## src/rtl/fetch_if.sv

```systemverilog
// fetch_if: bundle of the fetch stage's control, memory and IF/ID signals.
//   master modport: the surrounding pipeline / memory model (drives start,
//                   stall, branch redirect and memory read data).
//   slave modport : the fetch stage (drives memory address and IF/ID outputs).
interface fetch_if #(
   parameter int ADDR_W  = 18,
   parameter int INSTR_W = 18
);
   logic               start;
   logic               stall;
   logic               branch_taken;
   logic [ADDR_W-1:0]  branch_target;
   logic [ADDR_W-1:0]  imem_addr;
   logic [INSTR_W-1:0] imem_rd;
   logic [INSTR_W-1:0] instr_out;
   logic [ADDR_W-1:0]  pc_out;
   logic               valid_out;
   logic               halted;
   logic               fetch_err;

   modport master (
      output start, stall, branch_taken, branch_target, imem_rd,
      input  imem_addr, instr_out, pc_out, valid_out, halted, fetch_err
   );

   modport slave (
      input  start, stall, branch_taken, branch_target, imem_rd,
      output imem_addr, instr_out, pc_out, valid_out, halted, fetch_err
   );
endinterface

```

## src/rtl/fetch_stage.sv

```systemverilog
// fetch_stage: instruction fetch for the 18-bit vector processor.
//   Owns the PC, presents it as a byte address to instruction memory, and
//   registers the returned word into the IF/ID register.
// Ports:
//   clk  - clock, all state changes on the rising edge
//   rst  - asynchronous active-high reset
//   bus  - fetch_if.slave: start/stall/branch inputs, imem address/data,
//          IF/ID outputs (instr_out, pc_out, valid_out), halted, fetch_err
// Control: IDLE -> (start) -> RUN -> (FINISH word or out-of-range PC) -> HALT
//          HALT -> (start) -> RUN.
module fetch_stage #(
   parameter int                 ADDR_W      = 18,
   parameter int                 INSTR_W     = 18,
   parameter logic [ADDR_W-1:0]  RESET_PC    = '0,
   parameter int                 MEM_WORDS   = 101,
   parameter logic [INSTR_W-1:0] FINISH_WORD = 18'b011000000000000000
) (
   input  logic    clk,
   input  logic    rst,
   fetch_if.slave  bus
);
   typedef enum logic [1:0] {IDLE, RUN, HALT} state_t;

   localparam logic [ADDR_W-1:0] WORD_LIMIT = ADDR_W'(MEM_WORDS);

   state_t             state_reg,  state_next;
   logic [ADDR_W-1:0]  pc_reg,     pc_next;
   logic [INSTR_W-1:0] instr_reg,  instr_next;
   logic [ADDR_W-1:0]  pcout_reg,  pcout_next;
   logic               valid_reg,  valid_next;
   logic               ferr_reg,   ferr_next;

   logic               out_of_range;

   // Word index of the PC compared against the number of valid words.
   assign out_of_range = {2'b00, pc_reg[ADDR_W-1:2]} >= WORD_LIMIT;

   always_ff @(posedge clk or posedge rst) begin
      if (rst) begin
         state_reg <= IDLE;
         pc_reg    <= RESET_PC;
         instr_reg <= '0;
         pcout_reg <= '0;
         valid_reg <= 1'b0;
         ferr_reg  <= 1'b0;
      end else begin
         state_reg <= state_next;
         pc_reg    <= pc_next;
         instr_reg <= instr_next;
         pcout_reg <= pcout_next;
         valid_reg <= valid_next;
         ferr_reg  <= ferr_next;
      end
   end

   always_comb begin
      state_next = state_reg;
      pc_next    = pc_reg;
      instr_next = instr_reg;
      pcout_next = pcout_reg;
      valid_next = valid_reg;
      ferr_next  = ferr_reg;

      case (state_reg)
         IDLE: begin
            valid_next = 1'b0;
            if (bus.start) begin
               state_next = RUN;
               pc_next    = RESET_PC;
            end
         end

         RUN: begin
            if (bus.branch_taken) begin
               // Redirect wins over stall; the slot fetched this cycle is
               // on the wrong path, so it is dropped.
               pc_next    = {bus.branch_target[ADDR_W-1:2], 2'b00};
               valid_next = 1'b0;
            end else if (bus.stall) begin
               // everything held
            end else if (out_of_range) begin
               valid_next = 1'b0;
               ferr_next  = 1'b1;
               state_next = HALT;
            end else if (bus.imem_rd == FINISH_WORD) begin
               // FINISH is delivered to decode, PC stays parked on it.
               instr_next = bus.imem_rd;
               pcout_next = pc_reg;
               valid_next = 1'b1;
               state_next = HALT;
            end else begin
               instr_next = bus.imem_rd;
               pcout_next = pc_reg;
               valid_next = 1'b1;
               pc_next    = pc_reg + ADDR_W'(4);
            end
         end

         HALT: begin
            if (bus.start) begin
               state_next = RUN;
               pc_next    = RESET_PC;
               ferr_next  = 1'b0;
               valid_next = 1'b0;
            end else if (!bus.stall) begin
               // Retire the FINISH word after it has been seen once.
               valid_next = 1'b0;
            end
         end

         default: state_next = IDLE;
      endcase
   end

   assign bus.imem_addr = pc_reg;
   assign bus.instr_out = instr_reg;
   assign bus.pc_out    = pcout_reg;
   assign bus.valid_out = valid_reg;
   assign bus.halted    = (state_reg == HALT);
   assign bus.fetch_err = ferr_reg;
endmodule

```

## src/flat_wrapper.sv

```systemverilog
// flat-port wrapper written by rule: the top's interface ports become plain ports
module fetch_stage_flat 
#(
   parameter int                 ADDR_W      = 18,
   parameter int                 INSTR_W     = 18,
   parameter logic [ADDR_W-1:0]  RESET_PC    = '0,
   parameter int                 MEM_WORDS   = 101,
   parameter logic [INSTR_W-1:0] FINISH_WORD = 18'b011000000000000000
)
  (clk, rst, bus_start, bus_stall, bus_branch_taken, bus_branch_target, bus_imem_rd, bus_imem_addr, bus_instr_out, bus_pc_out, bus_valid_out, bus_halted, bus_fetch_err);
  fetch_if #(.ADDR_W(ADDR_W), .INSTR_W(INSTR_W)) bus_i ();
  input  logic clk;
  input  logic rst;
  input wire logic [$bits(bus_i.start)-1:0] bus_start;
  input wire logic [$bits(bus_i.stall)-1:0] bus_stall;
  input wire logic [$bits(bus_i.branch_taken)-1:0] bus_branch_taken;
  input wire logic [$bits(bus_i.branch_target)-1:0] bus_branch_target;
  input wire logic [$bits(bus_i.imem_rd)-1:0] bus_imem_rd;
  output wire logic [$bits(bus_i.imem_addr)-1:0] bus_imem_addr;
  output wire logic [$bits(bus_i.instr_out)-1:0] bus_instr_out;
  output wire logic [$bits(bus_i.pc_out)-1:0] bus_pc_out;
  output wire logic [$bits(bus_i.valid_out)-1:0] bus_valid_out;
  output wire logic [$bits(bus_i.halted)-1:0] bus_halted;
  output wire logic [$bits(bus_i.fetch_err)-1:0] bus_fetch_err;
  assign bus_i.start = bus_start;
  assign bus_i.stall = bus_stall;
  assign bus_i.branch_taken = bus_branch_taken;
  assign bus_i.branch_target = bus_branch_target;
  assign bus_i.imem_rd = bus_imem_rd;
  assign bus_imem_addr = bus_i.imem_addr;
  assign bus_instr_out = bus_i.instr_out;
  assign bus_pc_out = bus_i.pc_out;
  assign bus_valid_out = bus_i.valid_out;
  assign bus_halted = bus_i.halted;
  assign bus_fetch_err = bus_i.fetch_err;
  fetch_stage #(.ADDR_W(ADDR_W), .INSTR_W(INSTR_W), .RESET_PC(RESET_PC), .MEM_WORDS(MEM_WORDS), .FINISH_WORD(FINISH_WORD)) u_core (.clk(clk), .rst(rst), .bus(bus_i));
endmodule
```

## config.mk

```make
export PLATFORM = sky130hd
export DESIGN_NAME = fetch_stage_flat
export DESIGN_NICKNAME = d
export VERILOG_FILES = /design/src/rtl/fetch_if.sv /design/src/rtl/fetch_stage.sv /design/src/flat_wrapper.sv
export SDC_FILE = /design/constraint.sdc
export NUM_CORES = 1
export LEC_CHECK = 0
export CAP_MARGIN = 20
export CORE_ASPECT_RATIO = 1.75
export CORE_MARGIN = 2
export CORE_UTILIZATION = 57
export CTS_CLUSTER_DIAMETER = 40
export DETAILED_ROUTE_END_ITERATION = 8
export DONT_BUFFER_PORTS = 1
export PLACE_DENSITY = 0.75
export SYNTH_ARGS = -nofsm -noshare
export SYNTH_HDL_FRONTEND = slang
export SYNTH_SLANG_ARGS = --single-unit
```

## constraint.sdc

```tcl
create_clock -name clk -period 1.9 [get_ports clk]
set_input_delay 0.38 -clock clk [delete_from_list [all_inputs] [get_ports clk]]
set_output_delay 0.38 -clock clk [all_outputs]
set_load 0.05 [all_outputs]
```

==> reports/qor.csv, run 1 <==
stage,metric,value,unit
placement,dpl-instance-area,3140,µm²
cells_and_area,fillers,335,
cells_and_area,largest_reg_flops,18,
critical_path,critical_path_arrival,2.33,ns
timing,fmaxAchievable,0.468,GHz
floorplanning,dieArea,5360,µm²
cells_and_area,drive_above_1_share,0.365,
synthesis,synth_edf_count,0,
detailed_routing,drt-pass1-iter-count,4,
synthesis,synth_seq_area_share,0.497,
detailed_routing,drc,0,
run,max-cap-violations,0,
synthesis,syn_avg_cell_area,10.9,µm²
critical_path,cp-end-kind,register,
cells_and_area,antenna_cells,0,
critical_path,crit_type,register to register,
power,intPower,0.00315,W
floorplanning,row_count,33,
cells_and_area,layout.nets,340,
cells_and_area,multi_input_area,1390,µm²
detailed_routing,viasPerCell,6.24,
floorplanning,start_util,0.588,
global_routing,grt.overflow.total,0,
synthesis,yosysWarnings,0,
clock_tree,insertion_delay,0.31,ns
cells_and_area,seq_area,1360,µm²
power,p_sw,0.00317,W
timing,clock-skew-final,0.0110,ns
power,comb_power_share,0.439,
critical_path,path_max_fanout,7,
floorplanning,die_h,95.4,µm
power,pwr-share-seq,0.437,
synthesis,syn-cell-area,2720,µm²
power,power_density,1840,nW/µm²
clock_tree,cts.sink_count,54,
critical_path,start_kind,register,
power,clkPwrFrac,0.125,
detailed_routing,routedWlPerCell,20.4,µm
clock_tree,clk_pin_slew,0.10,ns
synthesis,ys_types,47,
synthesis,ys.flop_type,dfrtp_1,
clock_tree,numCtsBuffers,5,
global_routing,grt_pass1_vias,2283,
timing,maxSlewViolCount,0,
synthesis,synth-seq-cells,54,
run_status,violations,setup timing,
floorplanning,coreArea,4620,µm²
placement,dpl.hpwl,5130,µm
critical_path,cp.required,2.09,ns
power,swShare,0.501,
global_routing,antenna_found_initial,0,
timing,fin_crit_sh,1.13,
clock_tree,clockRootBuffer,clkbuf_8,
synthesis,async_reset_ff_frac,1.00,
detailed_routing,vias,2172,
timing,tightest_slew,0.616,ns
floorplanning,die_w,56.2,µm
cells_and_area,syn_to_final_growth,25.9,%
timing,max-slew-margin-rel,0.588,
clock_tree,clock_path_buffers,2,
placement,io_buffers,0,
timing,finalSetupViolCount,50,
cells_and_area,instances_no_fill,348,
detailed_routing,drt_wl_total,7100,µm
power,max-vdd-ir-drop,1350,µV
clock_tree,h-tree-depth,2,
clock_tree,cts_tree,yes,
timing,finalHoldViolations,0,
timing,rsz0062_at_grt,true,
timing,fin_ws,-0.238,ns
placement,post-place-cells,332,
cells_and_area,fin_area,3420,µm²
floorplanning,ios,98,
run_status,status,finished with violations,
power,p_total,0.00632,W
detailed_routing,detail-route-antenna-nets,0,
global_routing,grt_max_degree,26,
global_routing,grt_pass1_wl,10900,µm
placement,gp_congestion,0.875,
timing,min_period,2.14,ns
worst_hold_path,hold_class,input pin to register,
synthesis,netlist_instances,250,
detailed_routing,drt_iter0_markers,66,
power,leakage,1.60,nW
global_routing,grt_use_total,0.264,
==> final timing paths <==
path	to	slack (ns)	depth (start not counted)	startpoint
max in group asynchronous	u_core.bus.imem_addr[3]	0.74	3	rst
min	u_core.bus.fetch_err	0.13	1	bus_start
min reg2reg	u_core.bus.imem_addr[3]	0.63	2	u_core.bus.imem_addr[3]
max reg2reg	u_core.bus.instr_out[16]	-0.24	7	u_core.bus.imem_addr[2]
min in group asynchronous	u_core.bus.instr_out[4]	0.55	2	rst
max	u_core.bus.instr_out[16]	-0.24	7	u_core.bus.imem_addr[2]
==> critical path, cell delays in order (launching register included) <==
cell and delay, ns:
dfrtp_2 0.45, ha_2 0.18, nand2b_4 0.14, a211oi_4 0.26, o2111ai_4 0.24, nor2_8 0.26
clkbuf_16 0.20, mux2_4 0.30
==> synth_stat cells (all sizes together), types with 2 or more instances <==
cell,n,share of area
dfrtp,54,0.50
mux2,26,0.11
nand4,13,0.030
nand2,19,0.026
nor3,4,0.011
nor2b,13,0.030
ha,3,0.014
inv,11,0.015
clkbuf,3,0.0046
and3,2,0.0046
nor4,6,0.019
and2,3,0.0069
nor2,11,0.021
a21o,2,0.0055
nand3,6,0.011
nor4b,2,0.0064
o21ai,14,0.026
o211ai,5,0.014
a21oi,11,0.020
o31ai,3,0.0083
buf,11,0.031
a211oi,7,0.023
nand2b,6,0.017
a211o,2,0.0064
==> final cells by class <==
class / count / share of cell area
clock inverters: 1 / 0.00877
multi-input cells: 174 / 0.405
well taps: 52 / 0.0190
inverters: 11 / 0.0121
repair buffers: 50 / 0.135
clock buffers: 6 / 0.0241
flip-flops and latches: 54 / 0.396
==> cell usage in the layout, fill, tap and decap left out, types with 2 or more instances in the layout <==
cell type  instances
nand2_1           19
nor3_1             3
nor2b_1           13
conb_1             4
ha_2               2
a211oi_2           2
buf_12             3
nor2_1            10
clkbuf_8           6
mux2_4            25
and3_1             2
dfrtp_1           50
o21ai_1            4
a211oi_1           4
clkbuf_16          2
and2_1             3
o31ai_1            2
inv_1              8
buf_4             42
dfrtp_2            4
a211o_1            2
nand4_1           13
o21ai_0            7
o211ai_1           5
a21o_1             2
a21oi_1           10
inv_2              3
nand2b_1           5
o21ai_2            3
nand3_1            6
nor4_1             4
==> layer usage <==
metal / GRT usage / vias to the layer above / share of wire
li1: - / 982 / -
met4: 0.115 / 0 / 0.027
met1: 0.290 / 1078 / 0.36
met3: 0.0570 / 19 / 0.055
met5: 0 / - / 0
met2: 0.483 / 93 / 0.55
==> power by group through the flow <==
| stage | sequential (W) | clock (W) | combinational, W |
|---|---|---|---|
| after global placement | 0.00275 | 0 | 0.00250 |
| after CTS | 0.00275 | 0.000803 | 0.00265 |
| after detailed placement | 0.00277 | 0 | 0.00255 |
| after global routing | 0.00279 | 0.000838 | 0.00294 |
| final | 0.00276 | 0.000788 | 0.00277 |
| after floorplan | 0.00326 | 0 | 0.00127 |
==> kinds of logic after synthesis <==
group / synth area share
DFF: 0.497
and+or+nand+nor: 0.195
buffers and inverters: 0.0506
other: 0.00138
adders and majority gates: 0.0138
AOI/OAI and AO/OA: 0.132
muxes: 0.111
==> metrics by stage <==
step,hold slack [ns],utilization,worst slack (ns),setup TNS (ns)
4_1_cts,0.139,0.716,-0.156,-3.17
3_3_place_gp,0.311,0.678,-0.121,-2.86
5_1_grt,0.128,0.740,-0.305,-11.13
6_report,0.134,0.740,-0.238,-7.91
3_5_place_dp,0.318,0.678,-0.169,-3.91
2_1_floorplan,0.466,-,-0.310,-9.36
==> timing repair <==
item / in CTS / in global routing
endpoints found under the hold margin: 23 / 0
pin swaps: 1 / 3
gates cloned: 0 / 2
hold buffers: 1 / 0
setup endpoints to repair: 45 / 52
resized for setup: 14 / 9
buffers inserted: 3 / 3
No activity file was read; power rests on OpenSTA's default activity.
==> run 2, diff against run 1 <==
CORE_MARGIN = unset   (was 2)
==> run 2 against run 1 <==
  * The flow still finishes with violations (setup timing)
  * Combinational power about the same
  * Critical path depth unchanged
  * Clock power increased by 3.6%
  * Sequential share of layout area up 0.38 points
  * Setup slack improved by 0.080 ns
  * Clock skew shrank 0.0067 ns
  * Sequential power about the same
  * Largest power group is now registers
==> reports/qor.csv, run 2 (synthesized netlist as in run 1, its figures left out) <==
stage,metric,value,unit,change
critical_path,r2r-start,u_core.bus.imem_addr[2],,unchanged
power,pwr-share-seq,0.436,,was 0.437
cells_and_area,seq_area,1360,µm²,unchanged
clock_tree,clockRootBuffer,clkbuf_8,,unchanged
clock_tree,cts.sink_count,54,,unchanged
placement,gp_congestion,0.865,,was 0.875
timing,max-slew-margin-rel,0.653,,was 0.588
detailed_routing,vias,2125,,was 2172
power,p_total,0.00630,W,was 0.00632 W
power,power_density,1860,nW/µm²,was 1840 nW/µm²
global_routing,grt_pass1_vias,2242,,was 2283
detailed_routing,drc,0,,unchanged
timing,fmaxAchievable,0.486,GHz,was 0.468 GHz
timing,fin_crit_sh,1.08,,was 1.13
timing,clock-skew-final,0.00427,ns,was 0.0110 ns
critical_path,cp.required,2.11,ns,was 2.09 ns
power,comb_power_share,0.434,,was 0.439
placement,io_buffers,0,,unchanged
worst_hold_path,whs_path_depth,1,,unchanged
timing,holdWs,0.140,ns,was 0.134 ns
power,swShare,0.502,,was 0.501
timing,maxSlewViolCount,0,,unchanged
power,max-vdd-ir-drop,1260,µV,was 1350 µV
critical_path,worstSetupStartpoint,u_core.bus.imem_addr[2],,unchanged
cells_and_area,fin_area,3390,µm²,was 3420 µm²
run_status,violations,setup timing,,unchanged
power,intPower,0.00314,W,was 0.00315 W
clock_tree,numCtsBuffers,5,,unchanged
cells_and_area,largest_reg_flops,18,,unchanged
cells_and_area,antenna_cells,0,,unchanged
critical_path,worstRegToRegCells,7,,unchanged
cells_and_area,fillers,301,,was 335
cells_and_area,instances_no_fill,347,,was 348
worst_hold_path,hold_class,input pin to register,,unchanged
cells_and_area,layout.nets,339,,was 340
global_routing,grt_pass1_wl,10400,µm,was 10900 µm
cells_and_area,multi_input_area,1390,µm²,about the same
critical_path,r2r-end,u_core.bus.instr_out[4],,was u_core.bus.instr_out[16]
cells_and_area,layout_commonest_cell,dfrtp_1,,unchanged
critical_path,start_kind,register,,unchanged
placement,dpl.hpwl,4910,µm,was 5130 µm
cells_and_area,drive_above_1_share,0.361,,was 0.365
global_routing,grt_use_total,0.284,,was 0.264
power,p_sw,0.00316,W,was 0.00317 W
placement,dpl-instance-area,3160,µm²,was 3140 µm²
placement,post-place-cells,335,,was 332
critical_path,critical_path_arrival,2.26,ns,was 2.33 ns
power,clkPwrFrac,0.129,,was 0.125
critical_path,rrSetupSlack,-0.16,ns,was -0.24 ns
floorplanning,start_util,0.607,,was 0.588
cells_and_area,syn_to_final_growth,24.7,%,was 25.9%
clock_tree,clk_pin_slew,0.10,ns,about the same
run,max-cap-violations,0,,unchanged
floorplanning,die_h,93.4,µm,was 95.4 µm
floorplanning,dieArea,5060,µm²,was 5360 µm²
cells_and_area,layout_common_cells,"dfrtp_1, buf_4, mux2_4, nand2_1",,unchanged
clock_tree,clock_path_buffers,2,,unchanged
detailed_routing,detail-route-antenna-nets,0,,unchanged
clock_tree,cts_tree,yes,,unchanged
detailed_routing,drt_wl_total,6650,µm,was 7100 µm
timing,tightest_slew,0.520,ns,was 0.616 ns
run_status,status,finished with violations,,unchanged
detailed_routing,drt_iter0_markers,49,,was 66
timing,finalSetupViolCount,38,,was 50
critical_path,endpoint,u_core.bus.instr_out[4],,was u_core.bus.instr_out[16]
timing,fin_ws,-0.158,ns,was -0.238 ns
detailed_routing,viasPerCell,6.12,,was 6.24
clock_tree,insertion_delay,0.31,ns,about the same
floorplanning,ios,98,,unchanged
floorplanning,row_count,32,,was 33
timing,min_period,2.06,ns,was 2.14 ns
detailed_routing,drt-pass1-iter-count,4,,unchanged
global_routing,antenna_found_initial,0,,unchanged
global_routing,grt_max_degree,31,,was 26
detailed_routing,routedWlPerCell,19.2,µm,was 20.4 µm
global_routing,grt.overflow.total,0,,unchanged
power,leakage,1.58,nW,was 1.60 nW
clock_tree,h-tree-depth,2,,unchanged
floorplanning,die_w,54.2,µm,was 56.2 µm
timing,rsz0062_at_grt,true,,unchanged
floorplanning,coreArea,4480,µm²,was 4620 µm²
critical_path,crit_type,register to register,,unchanged
critical_path,path_max_fanout,9,,was 7
timing,finalHoldViolations,0,,unchanged
critical_path,cp-end-kind,register,,unchanged
-- run 2: per-layer routing --
metal	GRT usage	vias up	wire length [µm]
met5	0	-	0
met4	0.137	0	152
met1	0.306	1037	2470
li1	-	988	-
met2	0.490	85	3640
met3	0.0667	15	393
-- run 2: layout make-up --
cell class | instances | share of cell area
Tap cell | 51 | 0.0188
Multi-Input combinational cell | 174 | 0.408
Clock buffer | 6 | 0.0244
Sequential cell | 54 | 0.400
Clock inverter | 2 | 0.0114
Timing Repair Buffer | 49 | 0.125
Inverter | 11 | 0.0122
-- run 2: what timing repair did --
| action | 4_1_cts | 5_1_grt |
|---|---|---|
| pin swaps | 2 | 3 |
| hold buffers | 1 | 0 |
| endpoints found under the setup margin | 45 | 49 |
| buffers inserted | 2 | 1 |
| gates resized for setup | 10 | 11 |
| endpoints found under the hold margin | 24 | 0 |
-- run 2: stage by stage --
stage          setup WS (ns)  setup TNS [ns]   util
5_1_grt               -0.264           -9.36  0.756
4_1_cts               -0.153           -3.86  0.746
2_1_floorplan         -0.310           -9.36      -
6_report              -0.158           -4.20  0.756
3_3_place_gp          -0.135           -3.22  0.706
3_5_place_dp          -0.172           -4.58  0.706
-- run 2: critical path: stages (launching register included) --
cell       delay, ns
dfrtp_2         0.43
ha_2            0.18
nand2b_4        0.14
a211oi_4        0.28
o2111ai_4       0.23
nor2_8          0.21
buf_12          0.16
mux2_2          0.33
-- run 2: worst min path at each step --
stage                         start  slack (ns)                       to
after floorplan           bus_start        0.47     u_core.bus.fetch_err
after global placement          rst        0.32    u_core.bus.pc_out[12]
after detailed placement        rst        0.33  u_core.bus.instr_out[2]
after CTS                 bus_start        0.13     u_core.bus.fetch_err
after global routing      bus_start        0.14     u_core.bus.fetch_err
final                     bus_start        0.14     u_core.bus.fetch_err
-- run 2: power groups by stage --
stage               Sequential (W)  Combinational, W  Clock (W)
global route               0.00282           0.00291   0.000863
detailed placement         0.00278           0.00256          0
CTS                        0.00275           0.00266   0.000832
floorplan                  0.00326           0.00127          0
global placement           0.00276           0.00251          0
finish                     0.00275           0.00274   0.000816
==> run 3, diff against run 2 <==
CELL_PAD_IN_SITES_DETAIL_PLACEMENT = 1   (was unset)
CELL_PAD_IN_SITES_GLOBAL_PLACEMENT = 1   (was unset)
CORE_UTILIZATION = 43   (was 57)
PLACE_DENSITY = unset   (was 0.75)
PLACE_DENSITY_LB_ADDON = 0.1   (was unset)
SKIP_CTS_REPAIR_TIMING = 1   (was unset)
==> run 3 against run 2 <==
  * The run ends with hold timing, setup timing left
  * Via count grew 4.1%
  * Total power grew 1.0%
  * Flip-flop and latch count is the same
  * Largest power group is now combinational cells
  * Non-clock buffer count grew 8
  * Fmax shrank 0.14%
  * Routed wire length grew 15%
  * Global-route usage shrank 4.9 points
  * Core utilization shrank 18 points
  * Hold slack lost 0.16 ns
  * Clock skew grew 0.0057 ns
  * Final area grew 4.1%
==> reports/qor.csv, run 3 (synthesized netlist as in run 1, its figures left out) <==
stage,metric,value,unit,change
clock_tree,clockRootBuffer,clkbuf_8,,unchanged
global_routing,antenna_found_initial,0,,unchanged
power,power_density,1800,nW/µm²,was 1860 nW/µm²
placement,dpl-instance-area,3220,µm²,was 3160 µm²
clock_tree,insertion_delay,0.32,ns,was 0.31 ns
timing,max-slew-margin-rel,0.646,,was 0.653
timing,tightest_slew,0.529,ns,was 0.520 ns
global_routing,grt_use_total,0.235,,was 0.284
global_routing,grt_max_degree,55,,was 31
timing,rsz0062_at_grt,true,,unchanged
global_routing,grt_pass1_vias,2311,,was 2242
timing,fin_crit_sh,1.08,,about the same
cells_and_area,layout.nets,347,,was 339
cells_and_area,layout_common_cells,"dfrtp_1, buf_4, mux2_4, nand2_1, nand4_1",,"was dfrtp_1, buf_4, mux2_4, nand2_1"
detailed_routing,drt-pass1-iter-count,4,,unchanged
global_routing,grt.overflow.total,0,,unchanged
timing,fin_ws,-0.160,ns,was -0.158 ns
timing,min_period,2.06,ns,about the same
timing,clock-skew-final,0.00993,ns,was 0.00427 ns
critical_path,worstSetupStartpoint,u_core.bus.imem_addr[2],,unchanged
clock_tree,clk_pin_slew,0.10,ns,about the same
floorplanning,die_w,62.1,µm,was 54.2 µm
detailed_routing,wl_met3,406,µm,was 393 µm
floorplanning,ios,98,,unchanged
run,max-cap-violations,0,,unchanged
critical_path,cp.required,2.11,ns,about the same
placement,pre_cts_ws,-0.146,ns,was -0.172 ns
power,leakage,1.62,nW,was 1.58 nW
critical_path,critical_path_arrival,2.27,ns,was 2.26 ns
run_status,status,finished with violations,,unchanged
timing,finalHoldViolations,36,,was 0
power,max-vdd-ir-drop,1030,µV,was 1260 µV
critical_path,cp-end-kind,register,,unchanged
floorplanning,coreArea,6130,µm²,was 4480 µm²
floorplanning,start_util,0.443,,was 0.607
critical_path,crit_type,register to register,,unchanged
detailed_routing,drt_iter0_markers,102,,was 49
clock_tree,h-tree-depth,2,,unchanged
clock_tree,cts_tree,yes,,unchanged
timing,tns,-4.95,ns,was -4.20 ns
timing,fmaxAchievable,0.485,GHz,was 0.486 GHz
cells_and_area,antenna_cells,0,,unchanged
detailed_routing,detail-route-antenna-nets,0,,unchanged
cells_and_area,fin_area,3530,µm²,was 3390 µm²
detailed_routing,wl_met2,4250,µm,was 3640 µm
timing,maxSlewViolCount,0,,unchanged
cells_and_area,layout_commonest_cell,dfrtp_1,,unchanged
placement,dpl.hpwl,5710,µm,was 4910 µm
critical_path,r2r-start,u_core.bus.imem_addr[2],,unchanged
floorplanning,row_count,38,,was 32
cells_and_area,drive_above_1_share,0.378,,was 0.361
floorplanning,dieArea,6660,µm²,was 5060 µm²
global_routing,grt_pass1_wl,11900,µm,was 10400 µm
detailed_routing,drt_wl_total,7660,µm,was 6650 µm
clock_tree,clock_path_buffers,2,,unchanged
placement,gp_congestion,0.847,,was 0.865
detailed_routing,viasPerCell,5.76,,was 6.12
cells_and_area,largest_reg_flops,18,,unchanged
detailed_routing,drc,0,,unchanged
cells_and_area,syn_to_final_growth,29.7,%,was 24.7%
placement,io_buffers,0,,unchanged
critical_path,path_max_fanout,6,,was 9
detailed_routing,routedWlPerCell,20.0,µm,was 19.2 µm
timing,holdWs,-0.0206,ns,was 0.140 ns
detailed_routing,drt-met1-wl,2720,µm,was 2470 µm
critical_path,start_kind,register,,unchanged
timing,finalSetupViolCount,49,,was 38
clock_tree,cts.sink_count,54,,unchanged
clock_tree,numCtsBuffers,5,,unchanged
detailed_routing,top_layer_used,met4,,unchanged
detailed_routing,vias,2212,,was 2125
run_status,violations,"hold timing, setup timing",,was setup timing
floorplanning,die_h,107,µm,was 93.4 µm
worst_hold_path,hold_class,input pin to async pin,,was input pin to register
[run 3: through the flow]
stage | utilization | cells | power [W]
floorplan | - | 253 | 0.00453
CTS | 0.543 | 376 | 0.00620
finish | 0.575 | 384 | 0.00637
global placement | 0.525 | 368 | 0.00534
detailed placement | 0.525 | 368 | 0.00541
global route | 0.575 | 384 | 0.00667
[run 3: report_power, final]
| part | total, W | internal [W] | leakage, nW | switching [W] |
|---|---|---|---|---|
| clock network | 0.000785 | 0.000394 | 0.0514 | 0.000392 |
| logic | 0.00284 | 0.00121 | 0.869 | 0.00163 |
| registers | 0.00274 | 0.00154 | 0.704 | 0.00120 |
[run 3: cell type report]
cell class                 instances  area [µm²]
inverter                          11        41.3
clock inverter                     2        37.5
timing repair buffer              57         522
fill                             665        2610
sequential                        54        1360
tap                               80         100
multi-input combinational        174        1400
clock buffer                       6        72.6
[run 3: path summary, 6_finish.rpt]
check                                           endpoint  slack, ns  depth (start not counted)
worst min-delay path                 u_core.state_reg[0]      -0.02                          2
min in group clk                    u_core.bus.fetch_err       0.13                          1
worst min register to register   u_core.bus.imem_addr[3]       0.60                          2
worst max-delay path            u_core.bus.instr_out[17]      -0.16                          7
worst max register to register  u_core.bus.instr_out[17]      -0.16                          7
max in group asynchronous        u_core.bus.imem_addr[5]       1.66                          2
[run 3: routing by layer]
metal	up-vias	global-route usage
li1	999	-
met1	1108	0.243
met2	82	0.426
met3	23	0.0681
met4	0	0.115
met5	-	0
[run 3: critical path: stages, from the launching register on]
cell       delay [ns]
dfrtp_2          0.44
ha_2             0.18
nand2b_4         0.14
a211oi_4         0.28
o2111ai_4        0.19
nor2_8           0.23
clkbuf_16        0.20
mux2_4           0.30
